$ cat config.mk
export PLATFORM = sky130hd
export DESIGN_NAME = nvram_upload_server
export DESIGN_NICKNAME = d
export VERILOG_FILES = /design/src/rtl/nvram_upload_server.sv
export SDC_FILE = /design/constraint.sdc
export NUM_CORES = 1
export LEC_CHECK = 0
export ABC_AREA = 1
export CAP_MARGIN = 10
export CORE_UTILIZATION = 41
export CTS_CLUSTER_DIAMETER = 200
export DETAILED_ROUTE_END_ITERATION = 6
export PLACE_DENSITY = 0.86
export RECOVER_POWER = 25
export REMOVE_ABC_BUFFERS = 1
export SYNTH_ARGS = -nofsm -noshare
export SYNTH_HDL_FRONTEND = slang
export SYNTH_SLANG_ARGS = --single-unit
$ cat constraint.sdc
create_clock -name clk_sys -period 1.48 [get_ports clk_sys]
set_input_delay 0.37 -clock clk_sys [delete_from_list [all_inputs] [get_ports clk_sys]]
set_output_delay 0.37 -clock clk_sys [all_outputs]
set_load 0.02 [all_outputs]
$ cat src/rtl/nvram_upload_server.sv
// HPS ioctl upload responder: pauses the game, reads its NVRAM/hiscore RAM
// byte by byte through a second RAM port and returns each byte on ioctl_din.
module nvram_upload_server #(
    parameter int unsigned ADDR_W      = 10,
    parameter int unsigned DUMP_SIZE   = 1024,
    parameter int unsigned RAM_LATENCY = 2,
    parameter logic [7:0]  DUMP_INDEX  = 8'd4
) (
    input  logic              clk_sys,
    input  logic              reset,
    input  logic              ioctl_upload,
    input  logic              ioctl_rd,
    input  logic [24:0]       ioctl_addr,
    input  logic [7:0]        ioctl_index,
    output logic [7:0]        ioctl_din,
    output logic              ioctl_wait,
    output logic              pause_req,
    input  logic              pause_ack,
    output logic [ADDR_W-1:0] ram_addr,
    output logic              ram_rd,
    input  logic [7:0]        ram_q,
    output logic              busy
);

    typedef enum logic [2:0] {
        S_IDLE,
        S_PAUSE,
        S_READY,
        S_FETCH,
        S_RELEASE
    } state_t;

    // Full-width limit so that e.g. 25'h1000400 cannot alias onto address 0x000.
    localparam logic [24:0] DUMP_LIMIT = 25'(DUMP_SIZE);
    localparam logic [2:0]  LAT_LOAD   = 3'(RAM_LATENCY);

    state_t            state_q, state_d;
    logic [7:0]        din_q, din_d;
    logic              wait_q, wait_d;
    logic              pause_q, pause_d;
    logic              rd_q, rd_d;
    logic [ADDR_W-1:0] addr_q, addr_d;
    logic [2:0]        cnt_q, cnt_d;

    logic session;
    logic in_range;

    assign session  = ioctl_upload && (ioctl_index == DUMP_INDEX);
    assign in_range = (ioctl_addr < DUMP_LIMIT);

    // NOTE: sequential state uses non-blocking assignments so every register
    // samples the pre-edge value of every other register.
    always_ff @(posedge clk_sys) begin
        if (reset) begin
            state_q <= S_IDLE;
            din_q   <= 8'h00;
            wait_q  <= 1'b0;
            pause_q <= 1'b0;
            rd_q    <= 1'b0;
            addr_q  <= '0;
            cnt_q   <= '0;
        end else begin
            state_q <= state_d;
            din_q   <= din_d;
            wait_q  <= wait_d;
            pause_q <= pause_d;
            rd_q    <= rd_d;
            addr_q  <= addr_d;
            cnt_q   <= cnt_d;
        end
    end

    // NOTE: every _d gets a default before the case so no path infers a latch.
    always_comb begin
        state_d = state_q;
        din_d   = din_q;
        wait_d  = wait_q;
        pause_d = pause_q;
        rd_d    = 1'b0;
        addr_d  = addr_q;
        cnt_d   = cnt_q;

        unique case (state_q)
            S_IDLE: begin
                if (session) begin
                    state_d = S_PAUSE;
                    pause_d = 1'b1;
                    wait_d  = 1'b1;
                end
            end

            S_PAUSE: begin
                if (!session) begin
                    state_d = S_RELEASE;
                end else if (pause_ack) begin
                    wait_d  = 1'b0;
                    state_d = S_READY;
                end
            end

            S_READY: begin
                if (!session || !pause_ack) begin
                    state_d = S_RELEASE;
                end else if (wait_q) begin
                    // Single stall cycle that follows an out-of-range read.
                    wait_d = 1'b0;
                end else if (ioctl_rd) begin
                    wait_d = 1'b1;
                    if (in_range) begin
                        state_d = S_FETCH;
                        rd_d    = 1'b1;
                        addr_d  = ioctl_addr[ADDR_W-1:0];
                        cnt_d   = LAT_LOAD;
                    end else begin
                        din_d = 8'hFF;
                    end
                end
            end

            S_FETCH: begin
                if (!session || !pause_ack) begin
                    state_d = S_RELEASE;
                end else if (cnt_q == 3'd0) begin
                    din_d   = ram_q;
                    wait_d  = 1'b0;
                    state_d = S_READY;
                end else begin
                    cnt_d = cnt_q - 3'd1;
                end
            end

            S_RELEASE: begin
                pause_d = 1'b0;
                wait_d  = 1'b0;
                state_d = S_IDLE;
            end

            default: state_d = S_IDLE;
        endcase
    end

    assign ioctl_din  = din_q;
    assign ioctl_wait = wait_q;
    assign pause_req  = pause_q;
    assign ram_rd     = rd_q;
    assign ram_addr   = addr_q;
    assign busy       = (state_q != S_IDLE);

endmodule
---- After elaboration in Yosys (flattened, before gate mapping) ----
Cells that the tools add are included.
storage, ports and cells
  register bits ........................... 27
  output and inout port bits .............. 22
cells by class
  $add $sub $neg .......................... 1
  magnitude comparators ................... 1
  equality and inequality tests ........... 21
  multiplexer cells ....................... 35
  bitwise operators ....................... 4
  reduce and logical (&&, ||, !) cells .... 17
operator list
  operator                                                      number
  two-way mux 8 bit                                             6
  two-way mux 3 bit                                             15
  less-than comparator 25 x 11 -> 1 bit, second input constant  1
  inequality test 2 bit, second input constant                  11
  AND reduction 7 bit                                           3
  case mux 8 bit (2 select lines)                               1
  inequality test 3 bit, second input constant                  5
  case mux 3 bit (4 select lines)                               1
  two-way mux 1 bit                                             9
  == test 8 x 3 -> 1 bit, second input constant                 1
  == test 3 x 2 -> 1 bit, second input constant                 2
  logical NOT 3 bit                                             2
  case mux 3 bit (2 select lines)                               1
  AND reduction 6 bit                                           1
  case mux 1 bit (5 select lines)                               1
  AND reduction 5 bit                                           1
  nonzero test 5 bit                                            1
  OR reduction 5 bit                                            1
  inverter 1 bit                                                4
  nonzero test 2 bit                                            2
  == test 3 x 1 -> 1 bit, second input constant                 1
  == test 3 bit, second input constant                          1
  nonzero test 3 bit                                            1
  subtractor 3 x 1 -> 3 bit, second input constant              1
  other kinds (5)                                               6

---- Logic depth before layout (Yosys ltp) ----
  depth in word-level cells ............... 6
  depth in mapped cells ................... 12

---- Worst setup path after synthesis ----
Ideal clock, no wire load.
  path kind ............................... in2reg
  from .................................... input port ioctl_index[5]
  to ...................................... register addr_q[7], in the netlist ram_addr[7]
  library setup time ...................... 0.114 ns
  data arrival time ....................... 1.276 ns
  path slack .............................. 0.090 ns
  stages on the path ...................... 9
  path through ............................ nor2_2 -> nand3_2 -> nor2_4 -> nand2_4 -> nor3_4 -> inv_2 -> buf_6 -> nor2_4 -> nor2_2
between the ends
  longest elaborated chain between the ends .. 6
ends and longest elaborated chain
  element                        line  RTL
  start: declaration             14    input logic [7:0] ioctl_index,
  == test 8 x 3 -> 1 bit         48    assign session = ioctl_upload && (ioctl_index == DUMP_INDEX);
  logical AND 1 bit              48
  logical NOT 1 bit              102   if (!session || !pause_ack) begin
  logical OR 1 bit               102
  inverter 1 bit (no line)       -
  AND reduction 5 bit (no line)  -
  end signal: assignment         68    addr_q <= addr_d;
  end: declaration               42    logic [ADDR_W-1:0] addr_q, addr_d;
No other way between the ends.
A chain may end at the register's enable or synchronous reset.

---- Final worst setup path ----
  from .................................... register state_q[0]
  to ...................................... register din_q[6], in the netlist ioctl_din[6]
between the ends
  longest elaborated chain between the ends .. 3
  elaborated cells on any way between the ends .. 11
  those cells by class .................... 8 x eq/ne; 1 x mux; 2 x reduce/logical
ends and longest elaborated chain
  element                                                                line  RTL
  start: declaration                                                     37    state_t state_q, state_d;
  start signal: assignment                                               63    state_q <= state_d;
  == test 3 x 2 -> 1 bit                                                 83    unique case (state_q)
  inequality test 2 bit (no line) or nonzero test 2 bit (tied branches)  -
  AND reduction 7 bit (no line)                                          -
  end signal: assignment                                                 64    din_q <= din_d;
  end: declaration                                                       38    logic [7:0] din_q, din_d;
Several ways; a longest one is shown, not always the timed one.

==> results.ini <==
[status]
status=finished with violations
violations=negative setup slack

[setup_path]
critical_path_required_ps=1740
rrSetupSlack_ps=-100
critPathMaxFanout=4
critPathArrivalTime_ps=1840
cp-start-kind=flip-flop
critPathKind=reg -> reg
worstSetupEndpointType=flip-flop

[cts]
cts_made_buffers=3
root_buffer=clkbuf_4
clk_pin_slew_ps=150
insertion_delay_ps=350
clkSinkCount=27
clockBufferDepth=2
cts_tree=done
cts-htree-levels=1

[die]
die_y_um=61.7
coreArea_um2=3390
fp-row-count=21
ios=68
die_w_um=61.7
start_util_pct=43.2
die_area_um2=3810

[cells_and_area]
area_delta_synth_final_pct=79.1
final_cells=359
multi_input_area_um2=980
drive_gt1_share_pct=33.9
fillers=237
final_nets=362
seq_area_um2=547
num_antenna_cells=0
final_util_pct=77.3

[pwr]
ir_drop_mv=0.686
cellPowerDensity_nw_per_um2=1130
leakage_nw=1.22

[synthesis]
synth_xor_area_share_pct=0
synth_seq_cells=27
syn_area_per_cell_um2=6.87
ys_warn_count=0
synth_cells=213
synth.top_cell.area_share_pct=37.0
synthMuxAreaShare_pct=0
synth_top_area_cell=dfxtp_1
synth_enable_flop_cells=0
yosysMostFrequentCell=nor2_1
synth_area_leaders=dfxtp_1 (37%), nor2_1 (12%), nand2_1 (9.5%)
netlist_area_um2=1460
yosys.area_share.simple_pct=43.0
synthArstFlopShare_pct=0
synth-main-ff-cell=dfxtp_1
synthTopCellsByCount=nor2_1 (46), nand2_1 (37), dfxtp_1 (27)
ys_seq_area_share_pct=37.0
ys_types=25
synth_adder_area_share_pct=1.71
synth_top_family_by_area=simple AND/OR/NAND/NOR gates
synth_compound_area_share_pct=9.15

[placed_design]
finalWeightedCongestion=0.838
post-place-cells=340
place_hpwl_um=2860
io_buffers=67
dp_slack_ps=-448

[drt]
routedWlPerCell_um=14.3
avgViaCountPerCell=5.03
drtIter0Drc=51
wirelength_um=5140
wl_met1_um=2000
vias=1806
dr.pass1.iters=4
postRouteAntennaNets=0
met2_length_um=2660
wl_met3_um=322
drc=0
top_layer=met4

[timing]
skew_ps=12.7
fin_crit_sh_pct=107
max_freq_ghz=0.633
finalSetupViolCount=18
hold_viol_final=0
drv_slew=0
worst_pin_slew_ps=262
rsz0062_at_grt=yes
setup_slack_ps=-100
period_minus_slack_ps=1580
tns_ps=-802
slew_headroom_pct=82.5

[global_route]
grt_overflow_total=0
grt_pass1_wl_um=6550
antenna_found_initial=0
grt_max_degree=15
grt_pass1_vias=1546
grt_use_total_pct=23.1

[run]
maxCapViolCount=0

[min_path]
holdCritPathClass=reg -> reg

## placed cells by master, fill, tap and decap left out
cell type        instances
a211oi_1                 1
a21oi_1                  5
a31oi_1                  1
buf_16                   1
buf_2                    1
buf_4                   26
buf_6                    4
buf_8                    1
clkbuf_1                 1
clkbuf_4                 3
clkdlybuf4s15_1          5
clkdlybuf4s50_1         21
clkinvlp_4               1
dfxtp_1                 24
dfxtp_2                  2
dfxtp_4                  1
dlygate4sd2_1           40
ha_1                     2
inv_1                   18
inv_2                    5
inv_4                    1
inv_8                    1
nand2_1                 27
nand2_2                  7
nand2_4                  7
nand2_8                  1
nand3_1                  5
nand3_2                  3
nand3_4                  2
nand4_1                  3
nor2_1                  40
nor2_2                  18
nor2_4                   6
nor3_1                   1
nor3_2                   7
nor3_4                   2
o21ai_0                  2
o21ai_1                 11
o21ai_2                  5
o21ai_4                  1
## worst paths after layout
path                                               from                   endpoint  depth (start not counted)
worst max-delay path            state_q[0]$_SDFFE_PP0P_  ioctl_din[6]$_SDFFE_PP0P_                         11
worst min-delay path            state_q[2]$_SDFFE_PP0P_     pause_req$_SDFFE_PP0P_                          1
worst max register to register  state_q[0]$_SDFFE_PP0P_  ioctl_din[6]$_SDFFE_PP0P_                         11
worst min register to register  state_q[2]$_SDFFE_PP0P_     pause_req$_SDFFE_PP0P_                          1
## cells by family (layout without fill, tap and decap cells)
family | after synthesis | in the layout
adders and majority gates | 2 | 2
buffers and inverters | 30 | 129
and+or+nand+nor | 128 | 129
AOI/OAI and AO/OA | 26 | 26
DFF | 27 | 27
## what timing repair did
action / in CTS / in global routing
gates resized for setup: 68 / 54
cloned: 2 / 1
hold buffers: 0 / 0
setup buffers: 7 / 5
pin swaps: 26 / 23
endpoints found under the setup margin: 45 / 27
## metal layers
metal	global-route usage [%]	up-vias
met5	0	-
met4	6.35	0
met3	3.93	15
met2	43.0	76
met1	27.1	844
li1	-	871
## worst max-delay path, cell delays in order (launching register included)
cell and delay (ps):
dfxtp_2 360, nor2_4 110, buf_6 100, nand2_4 60, nor2_4 130, buf_4 120, buf_6 100, nand2_4 60
nand2_4 110, nand2_4 90, nor3_4 190, nor2_1 50
## through the flow
| stage | total power [mW] | cell area, um2 | hold WS, ps |
|---|---|---|---|
| floorplan | 1.58 | 1420 | 436 |
| global placement | 2.22 | 2290 | 448 |
| detailed placement | 2.24 | 2290 | 460 |
| CTS | 2.58 | 2410 | 479 |
| global route | 3.13 | 2620 | 522 |
| finish | 2.95 | 2620 | 492 |
## where the power goes
part / total [mW] / internal (mW) / switching (mW)
Sequential: 0.918 / 0.842 / 0.0762
Clock: 0.337 / 0.106 / 0.230
Combinational: 1.70 / 0.736 / 0.959
Total: 2.95 / 1.68 / 1.27
## state kept, by name, summed over array words and instances (netlist names)
register,flops
ram_addr,10
ioctl_din,8
cnt_q,3
state_q,3
ioctl_wait,1
pause_req,1
ram_rd,1
## area by class of cell
class | count | share of cell area (%)
Sequential cell | 27 | 20.9
Timing Repair inverter | 1 | 0.287
Multi-Input combinational cell | 157 | 37.4
Timing Repair Buffer | 99 | 34.3
Tap cell | 46 | 2.20
Inverter | 25 | 3.96
Clock buffer | 4 | 1.00
Power figures use the tool's default switching activity.
